**config.mk**
```make
export PLATFORM = sky130hd
export DESIGN_NAME = pwm_duty_ramp
export DESIGN_NICKNAME = d
export VERILOG_FILES = /design/src/rtl/pwm_pkg.sv /design/src/rtl/sw_debounce.sv /design/src/rtl/pwm_duty_ramp.sv
export SDC_FILE = /design/constraint.sdc
export NUM_CORES = 1
export LEC_CHECK = 0
export CORE_MARGIN = 5
export CORE_UTILIZATION = 40
export CTS_CLUSTER_SIZE = 14
export DETAILED_ROUTE_END_ITERATION = 12
export GPL_ROUTABILITY_DRIVEN = 1
export GPL_TIMING_DRIVEN = 0
export PLACE_DENSITY_LB_ADDON = 0.1
export SKIP_CTS_REPAIR_TIMING = 1
export SLEW_MARGIN = 20
export SYNTH_ARGS = -nofsm -noshare
export SYNTH_HDL_FRONTEND = slang
export SYNTH_HIERARCHICAL = 1
export SYNTH_SLANG_ARGS = --single-unit
```
**constraint.sdc**
```tcl
create_clock -name clk -period 4.4 [get_ports clk]
set_clock_uncertainty 0.05 [all_clocks]
set_input_delay 0.88 -clock clk [delete_from_list [all_inputs] [get_ports clk]]
set_output_delay 0.88 -clock clk [all_outputs]
set_load 0.02 [all_outputs]
```
**src/rtl/pwm_pkg.sv**
```systemverilog
// Shared types and constants for the PWM control slice.
// Optional build macro used by this slice: DUTY_RAMP_BYPASS_EN (see pwm_duty_ramp).
package pwm_pkg;

  // Default duty-code width; the PWM width field uses these bits above its fixed LSB.
  localparam int DUTY_W_DEFAULT = 3;

  // Counter width of the downstream PWM period counter.
  localparam int CBITS = 18;

  typedef logic [DUTY_W_DEFAULT-1:0] duty_t;

  typedef enum logic {
    IDLE = 1'b0,
    RAMP = 1'b1
  } ramp_state_t;

endpackage

```
**src/rtl/sw_debounce.sv**
```systemverilog
// Switch-bus synchroniser plus debounce counter.
// Produces the accepted (debounced) target code and a one-cycle strobe on each change.
module sw_debounce
  import pwm_pkg::*;
#(
  parameter int DUTY_W          = DUTY_W_DEFAULT,
  parameter int SYNC_STAGES     = 2,
  parameter int DEBOUNCE_CYCLES = 16
) (
  input  logic              clk,
  input  logic              rst_n,
  input  logic [DUTY_W-1:0] sw_raw,
  output logic [DUTY_W-1:0] target,
  output logic              upd
);

  localparam int CW = (DEBOUNCE_CYCLES > 2) ? $clog2(DEBOUNCE_CYCLES) : 1;
  // Count value at which the next agreeing sample completes the stable window.
  localparam logic [CW-1:0] DCNT_ACC = CW'(DEBOUNCE_CYCLES - 2);
  localparam logic [CW-1:0] DCNT_MAX = CW'(DEBOUNCE_CYCLES - 1);

  logic [DUTY_W-1:0] sync_q [SYNC_STAGES];
  logic [DUTY_W-1:0] sw_sync;
  logic [DUTY_W-1:0] cand;
  logic [CW-1:0]     dcnt;
  logic              accept;

  // Saturating increment for the stability counter.
  function automatic logic [CW-1:0] sat_inc(input logic [CW-1:0] v);
    return (v == DCNT_MAX) ? v : v + 1'b1;
  endfunction

  assign sw_sync = sync_q[SYNC_STAGES-1];

  // The sample on this cycle agrees with the candidate and closes a window of
  // DEBOUNCE_CYCLES consecutive identical synchronised samples.
  assign accept = (sw_sync == cand) &&
                  ((dcnt == DCNT_ACC) || (dcnt == DCNT_MAX)) &&
                  (cand != target);

  // Synchroniser chain: stage 0 captures the asynchronous switches.
  always_ff @(posedge clk or negedge rst_n) begin
    if (!rst_n) begin
      for (int i = 0; i < SYNC_STAGES; i++) sync_q[i] <= '0;
    end else begin
      sync_q[0] <= sw_raw;
      for (int i = 1; i < SYNC_STAGES; i++) sync_q[i] <= sync_q[i-1];
    end
  end

  // Candidate tracking and stability counting; any disagreement restarts the window.
  always_ff @(posedge clk or negedge rst_n) begin
    if (!rst_n) begin
      cand <= '0;
      dcnt <= '0;
    end else if (sw_sync != cand) begin
      cand <= sw_sync;
      dcnt <= '0;
    end else begin
      dcnt <= sat_inc(dcnt);
    end
  end

  // Accepted target register and its change strobe.
  always_ff @(posedge clk or negedge rst_n) begin
    if (!rst_n) begin
      target <= '0;
      upd    <= 1'b0;
    end else begin
      upd <= accept;
      if (accept) target <= cand;
    end
  end

endmodule

```
**src/rtl/pwm_duty_ramp.sv**
```systemverilog
// Duty-code slew controller for the PWM generator.
// Debounces the duty switches into target_code and moves duty_code toward it one LSB
// every RAMP_PERIODS PWM periods, changing only on period_start (glitch-free widths).
// Build macro DUTY_RAMP_BYPASS_EN: when defined, duty_code jumps straight to the target
// on the first period_start after a mismatch instead of ramping.
module pwm_duty_ramp
  import pwm_pkg::*;
#(
  parameter int DUTY_W          = DUTY_W_DEFAULT,
  parameter int SYNC_STAGES     = 2,
  parameter int DEBOUNCE_CYCLES = 16,
  parameter int RAMP_PERIODS    = 4
) (
  input  logic              clk,
  input  logic              rst_n,
  input  logic [DUTY_W-1:0] sw_raw,
  input  logic              period_start,
  output logic [DUTY_W-1:0] duty_code,
  output logic [DUTY_W-1:0] target_code,
  output logic              settled,
  output logic              step_pulse
);

  localparam int PW = (RAMP_PERIODS > 1) ? $clog2(RAMP_PERIODS) : 1;
  localparam logic [PW-1:0] PCNT_LAST = PW'(RAMP_PERIODS - 1);

  ramp_state_t       state_q, state_d;
  logic [PW-1:0]     pcnt_q, pcnt_d;
  logic [DUTY_W-1:0] duty_q, duty_d;
  logic              step_d;
  logic              tgt_upd;

  // One LSB toward the target; unsigned compare keeps the code from wrapping.
  function automatic logic [DUTY_W-1:0] step_toward(input logic [DUTY_W-1:0] d,
                                                    input logic [DUTY_W-1:0] t);
    if (t > d)      return d + 1'b1;
    else if (t < d) return d - 1'b1;
    else            return d;
  endfunction

  sw_debounce #(
    .DUTY_W          (DUTY_W),
    .SYNC_STAGES     (SYNC_STAGES),
    .DEBOUNCE_CYCLES (DEBOUNCE_CYCLES)
  ) u_debounce (
    .clk    (clk),
    .rst_n  (rst_n),
    .sw_raw (sw_raw),
    .target (target_code),
    .upd    (tgt_upd)
  );

  // Ramp FSM next-state: IDLE waits for a mismatch, RAMP steps on period boundaries.
  always_comb begin
    state_d = state_q;
    pcnt_d  = pcnt_q;
    duty_d  = duty_q;
    step_d  = 1'b0;
    case (state_q)
      IDLE: begin
        pcnt_d = '0;
        // A fresh target or any leftover mismatch starts a ramp.
        if (tgt_upd || (target_code != duty_q)) state_d = RAMP;
      end
      RAMP: begin
        if (target_code == duty_q) begin
          // Target moved back onto the current code: stop without stepping.
          state_d = IDLE;
          pcnt_d  = '0;
        end else if (period_start) begin
`ifdef DUTY_RAMP_BYPASS_EN
          duty_d  = target_code;
          step_d  = 1'b1;
          state_d = IDLE;
          pcnt_d  = '0;
`else
          if (pcnt_q == PCNT_LAST) begin
            duty_d = step_toward(duty_q, target_code);
            pcnt_d = '0;
            step_d = 1'b1;
            if (duty_d == target_code) state_d = IDLE;
          end else begin
            pcnt_d = pcnt_q + 1'b1;
          end
`endif
        end
      end
      default: begin
        state_d = IDLE;
        pcnt_d  = '0;
      end
    endcase
  end

  // Ramp FSM state, period counter, delivered duty code and step strobe.
  always_ff @(posedge clk or negedge rst_n) begin
    if (!rst_n) begin
      state_q    <= IDLE;
      pcnt_q     <= '0;
      duty_q     <= '0;
      step_pulse <= 1'b0;
    end else begin
      state_q    <= state_d;
      pcnt_q     <= pcnt_d;
      duty_q     <= duty_d;
      step_pulse <= step_d;
    end
  end

  assign duty_code = duty_q;
  assign settled   = (state_q == IDLE) && (duty_q == target_code);

endmodule

```
# Word level (Yosys, flattened, before mapping)
# Index checks and enable logic that the tools add are counted.
totals:
  register_bits: 24
  input_bits: 6
  output_inout_bits: 8
op_classes:
  add_sub_neg: 4
  n_lt_le_gt_ge: 2
  eq_ne: 12
  n_mux: 22
  n_bitwise: 2
  reduce_logical: 6
op_table:
  columns: ["cell", "count"]
  rows:
  - ["$mux W3", 6]
  - ["$eq A3 B3 Y1", 4]
  - ["$mux W1", 9]
  - ["$ne A3 B3 Y1", 3]
  - ["$eq A4 B4 Y1 const B", 2]
  - ["$mux W4", 2]
  - ["$mux W2", 3]
  - ["$add A4 B1 Y4 const B", 1]
  - ["$pmux W2 S2", 1]
  - ["$reduce_and A4 Y1", 1]
  - ["$add A3 B1 Y3 const B", 1]
  - ["$gt A3 B3 Y1", 1]
  - ["$logic_and A1 B1 Y1", 3]
  - ["$lt A3 B3 Y1", 1]
  - ["$ne A3 B2 Y1 const B", 1]
  - ["$sub A3 B1 Y3 const B", 1]
  - ["$add A2 B1 Y2 const B", 1]
  - ["$eq A2 B2 Y1 const B", 1]
  - ["$logic_or A1 B1 Y1", 2]
  - ["$ne A2 B1 Y1 const B", 1]
  - ["$not A1 Y1", 2]
  - ["$pmux W1 S2", 1]

# Longest topological paths before layout
depth:
  depth_word: 13
  ltp_mapped: 7
  ltp_nobuf: 7

# Cells and area by module
# The synthesis kept the hierarchy.
modules_own_cells:
  columns: ["mod", "n_inst", "cells_per_inst", "area_per_inst_um2", "seq_area_each_um2"]
  rows:
  - ["sw_debounce", 1, 49, 668.1, 425.4]
  - ["pwm_duty_ramp", 1, 53, 514.2, 175.2]

# Worst setup path before layout
# No wires, ideal clock.
synth_path:
  path_type: "reg-to-output"
  startpoint: "register duty_q[1] (netlist: duty_code[1])"
  endpoint: "output settled"
  t_arrival_ns: 1.434
  t_required_ns: 3.470
  slack_ns: 2.036
  stages_incl_launch_ff: 5
  cell_sequence: "dfrtp_1 > inv_1 > ha_1 > nand3_1 > nor2_1"
synth_via:
  elab_chain_cells: 2
synth_rtl:
  columns: ["item", "line_no", "source"]
  rows:
  - ["from (decl)", "pwm_duty_ramp.sv:29", "logic [DUTY_W-1:0] duty_q, duty_d;"]
  - ["from (signal assigned)", "pwm_duty_ramp.sv:105", "duty_q <= duty_d;"]
  - ["$eq A3 B3 Y1", "pwm_duty_ramp.sv:111", "assign settled = (state_q == IDLE) && (duty_q == target_code);"]
  - ["$logic_and A1 B1 Y1", "pwm_duty_ramp.sv:111", null]
  - ["to (decl)", "pwm_duty_ramp.sv:20", "output logic settled,"]
# Every way passes these cells.

# Worst setup path in the final report
# Ends and elaborated chain as after synthesis.

==> impl_metrics.csv <==
group,metric,value,unit
logic_synthesis,ys_warn_count,6,
routing,drc,0,
placement,gp_congestion,0.797,
routing,routed_via_density,5.22,
grt,use_met1,0.131,
cts,cts_root_buf,"clkbuf_4",
worst_setup_path,critPathKind,"reg -> out",
sta,maxSlewViolCount,0,
finish,seq_area,601,µm²
power,p_leak,0.000650,µW
worst_setup_path,cp_max_fo,5,
sta,max_freq,318,MHz
floorplan,ios,14,
finish,fin_util,0.493,
logic_synthesis,synth.most_common_cell,"dfrtp_1",
cts,cts.reportedPaths.clkPinSlew,0.12,ns
worst_setup_path,cp-end-kind,"output pin",
power,internal_power,430,µW
cts,cts_tree,"yes",
floorplan,coreArea,2810,µm²
sta,final_hold_viol_count,0,
logic_synthesis,syn-num-nets,116,
placement,dpl.hpwl,1510,µm
routing,drtIter0Drc,39,
logic_synthesis,yosys.cell_types.count,26,
grt,grtUsageMet3,0.0280,
logic_synthesis,synth_area_leader_cell,"dfrtp_1",
worst_setup_path,critPathTopFamily,"buffers and inverters",
floorplan,dieArea,4140,µm²
logic_synthesis,synth_area,1180,µm²
logic_synthesis,yosysTopAreaCellShare,0.508,
finish,final_layout_size_suffix_gt1_frac,0.109,
sta,whs,0.316,ns
grt,grt_first_pass_wirelength,3470,µm
logic_synthesis,synth_edf_count,0,
logic_synthesis,postSynthCellCount,102,
routing,wire_per_inst,13.3,µm
cts,cts_max_path_buffers,2,
worst_setup_path,crit_chain,"inv_1 -> ha_1 -> nand3_1 -> nor2_1 -> clkdlybuf4s50_1",
logic_synthesis,synth_commonest_cells,"dfrtp_1, nor2_1, xnor2_1",
sta,rsz0062_at_grt,"false",
grt,grtUsageMet2,0.179,
routing,vias,783,
grt,first_global_vias,807,
worst_setup_path,crit_slowest_cell,"clkdlybuf4s50_1",
logic_synthesis,ys_top_cells_by_area,"dfrtp_1, ha_1, xnor2_1, xor2_1, mux2_4",
finish,area_growth,16.9,%
sta,setup_viol,0,
power,netSwitchingFraction,0.352,
routing,drt_wl_total,1990,µm
grt,grt_max_degree,25,
worst_setup_path,worst_setup_path_start_kind,"flip-flop",
finish,multi_input_area,548,µm²
placement,io_buffers,13,
sta,final.setup.tns,0,ns
sta,period_share,0.714,
finish,antenna_cells,0,
power,comb_power_share,0.399,
worst_setup_path,critical_path_arrival,2.21,ns
logic_synthesis,synth-seq-cells,24,
run,cap_viol_max_count,0,
power,switchingPower,234,µW
hold_path,hp-class,"reg -> reg",
power,clock_power_share,0.173,
grt,gr-total-overflow,0,
power,p_per_area,480,nW/µm²
floorplan,fp.dieH,64.4,µm
floorplan,die_x,64.4,µm
worst_setup_path,worst-path-buf-inv,2,
outcome,status,"completed",
logic_synthesis,async_flop_share,1.00,
sta,min_period,3.14,ns
power,ir_worst_vdd,0.227,mV
grt,grt_usage,0.108,
grt,antenna_found_initial,0,
finish,fillers,275,
routing,dr.pass1.iters,4,
worst_setup_path,required,3.47,ns
power,power.share.sequential,0.429,
finish,fin_nets,134,
cts,cts_max_level,1,
sta,slew_headroom,0.642,
worst_setup_path,crit_path_max_incr_delay,0.61,ns
placement,postPlaceCellArea,1350,µm²
finish,fin_area,1380,µm²
cts,cts.sinks,24,
sta,tightest_slew,0.538,ns
grt,busiest_layer,"met2",
routing,drtAntennaViolNets,0,
floorplan,start_util,0.421,
logic_synthesis,ys_seq_area_frac,0.508,
floorplan,rows,19,
cts,clock_latency,0.31,ns
logic_synthesis,ys.flop_type,"dfrtp_1",
cts,numCtsBuffers,3,
logic_synthesis,avgSynthCellArea,11.6,µm²
worst reg2reg max path, stage by stage, from the launching register on:
cell	delay, ns
dfrtp_1	0.45
inv_1	0.11
ha_1	0.34
and3_1	0.24
a221oi_1	0.30
a21o_1	0.13
xor2_1	0.16
a31oi_1	0.10
area by class of cell:
class | count | area share
timing repair buffer | 13 | 0.0905
clock buffer | 4 | 0.0262
tap | 31 | 0.0281
multi-input combinational | 69 | 0.396
buffer | 3 | 0.00814
inverter | 6 | 0.0163
sequential | 24 | 0.434
metrics by stage:
| step | cells | worst slack [ns] | total power (µW) |
|---|---|---|---|
| 6_report | 150 | 1.26 | 664 |
| 5_1_grt | 150 | 1.10 | 714 |
| 4_1_cts | 150 | 1.22 | 676 |
| 3_5_place_dp | 146 | 1.60 | 559 |
| 3_3_place_gp | 146 | 1.63 | 550 |
| 2_1_floorplan | 102 | 2.04 | 478 |
final timing paths:
check | from | to | slack (ns) | depth (start not counted)
worst max-delay path | duty_code[1] | settled | 1.26 | 5
worst min-delay path | u_debounce/sync_q[3] | u_debounce/sw_sync[0] | 0.32 | 0
worst max register to register | duty_code[1] | state_q | 2.42 | 7
worst min register to register | u_debounce/sync_q[3] | u_debounce/sw_sync[0] | 0.32 | 0
max in group asynchronous | rst_n | u_debounce/cand[0] | 3.46 | 1
min in group asynchronous | rst_n | duty_code[1] | 0.48 | 1
placed cells by master (no fill, tap or decap), types with 2 or more instances in the layout:
cell type,count
mux2_4,3
mux2i_1,2
nor3_1,3
xnor2_1,9
a31oi_1,2
clkdlybuf4s50_1,12
nand3_1,5
nor2_1,12
nor3b_1,2
dfrtp_1,24
inv_1,6
xor2_1,6
and3_1,2
a21oi_1,2
clkbuf_1,3
ha_1,8
nand2_1,3
clkbuf_4,3
routing by layer:
layer | part of all wire | up-vias
met3 | 0.033 | 2
met5 | 0 | -
met2 | 0.49 | 11
met1 | 0.47 | 389
met4 | 0.0085 | 0
li1 | - | 381
registers in the layout, indices dropped and copies added, names as in the netlist:
signal and count:
duty_code 3, u_debounce/cand 3, step_pulse 1, u_debounce/upd 1, state_q 1, u_debounce/sw_sync 3
u_debounce/dcnt 4, u_debounce/sync_q 3, pcnt_q 2, u_debounce/target 3
power groups by stage:
stage               combinational, µW  sequential (µW)  clock (µW)
finish                            265              285         115
global route                      294              291         129
CTS                               270              286         121
detailed placement                269              290           0
global placement                  262              287           0
floorplan                         175              303           0
kinds of logic after synthesis:
logic type,count (synthesis),synth area share
compound gates,12,0.0868
xor+xnor,15,0.111
fa+ha+maj,8,0.0847
buf+inv,9,0.0286
flops,24,0.508
mux,5,0.0550
simple gates,29,0.126
Note: power is estimated with default switching activity, not from simulation.
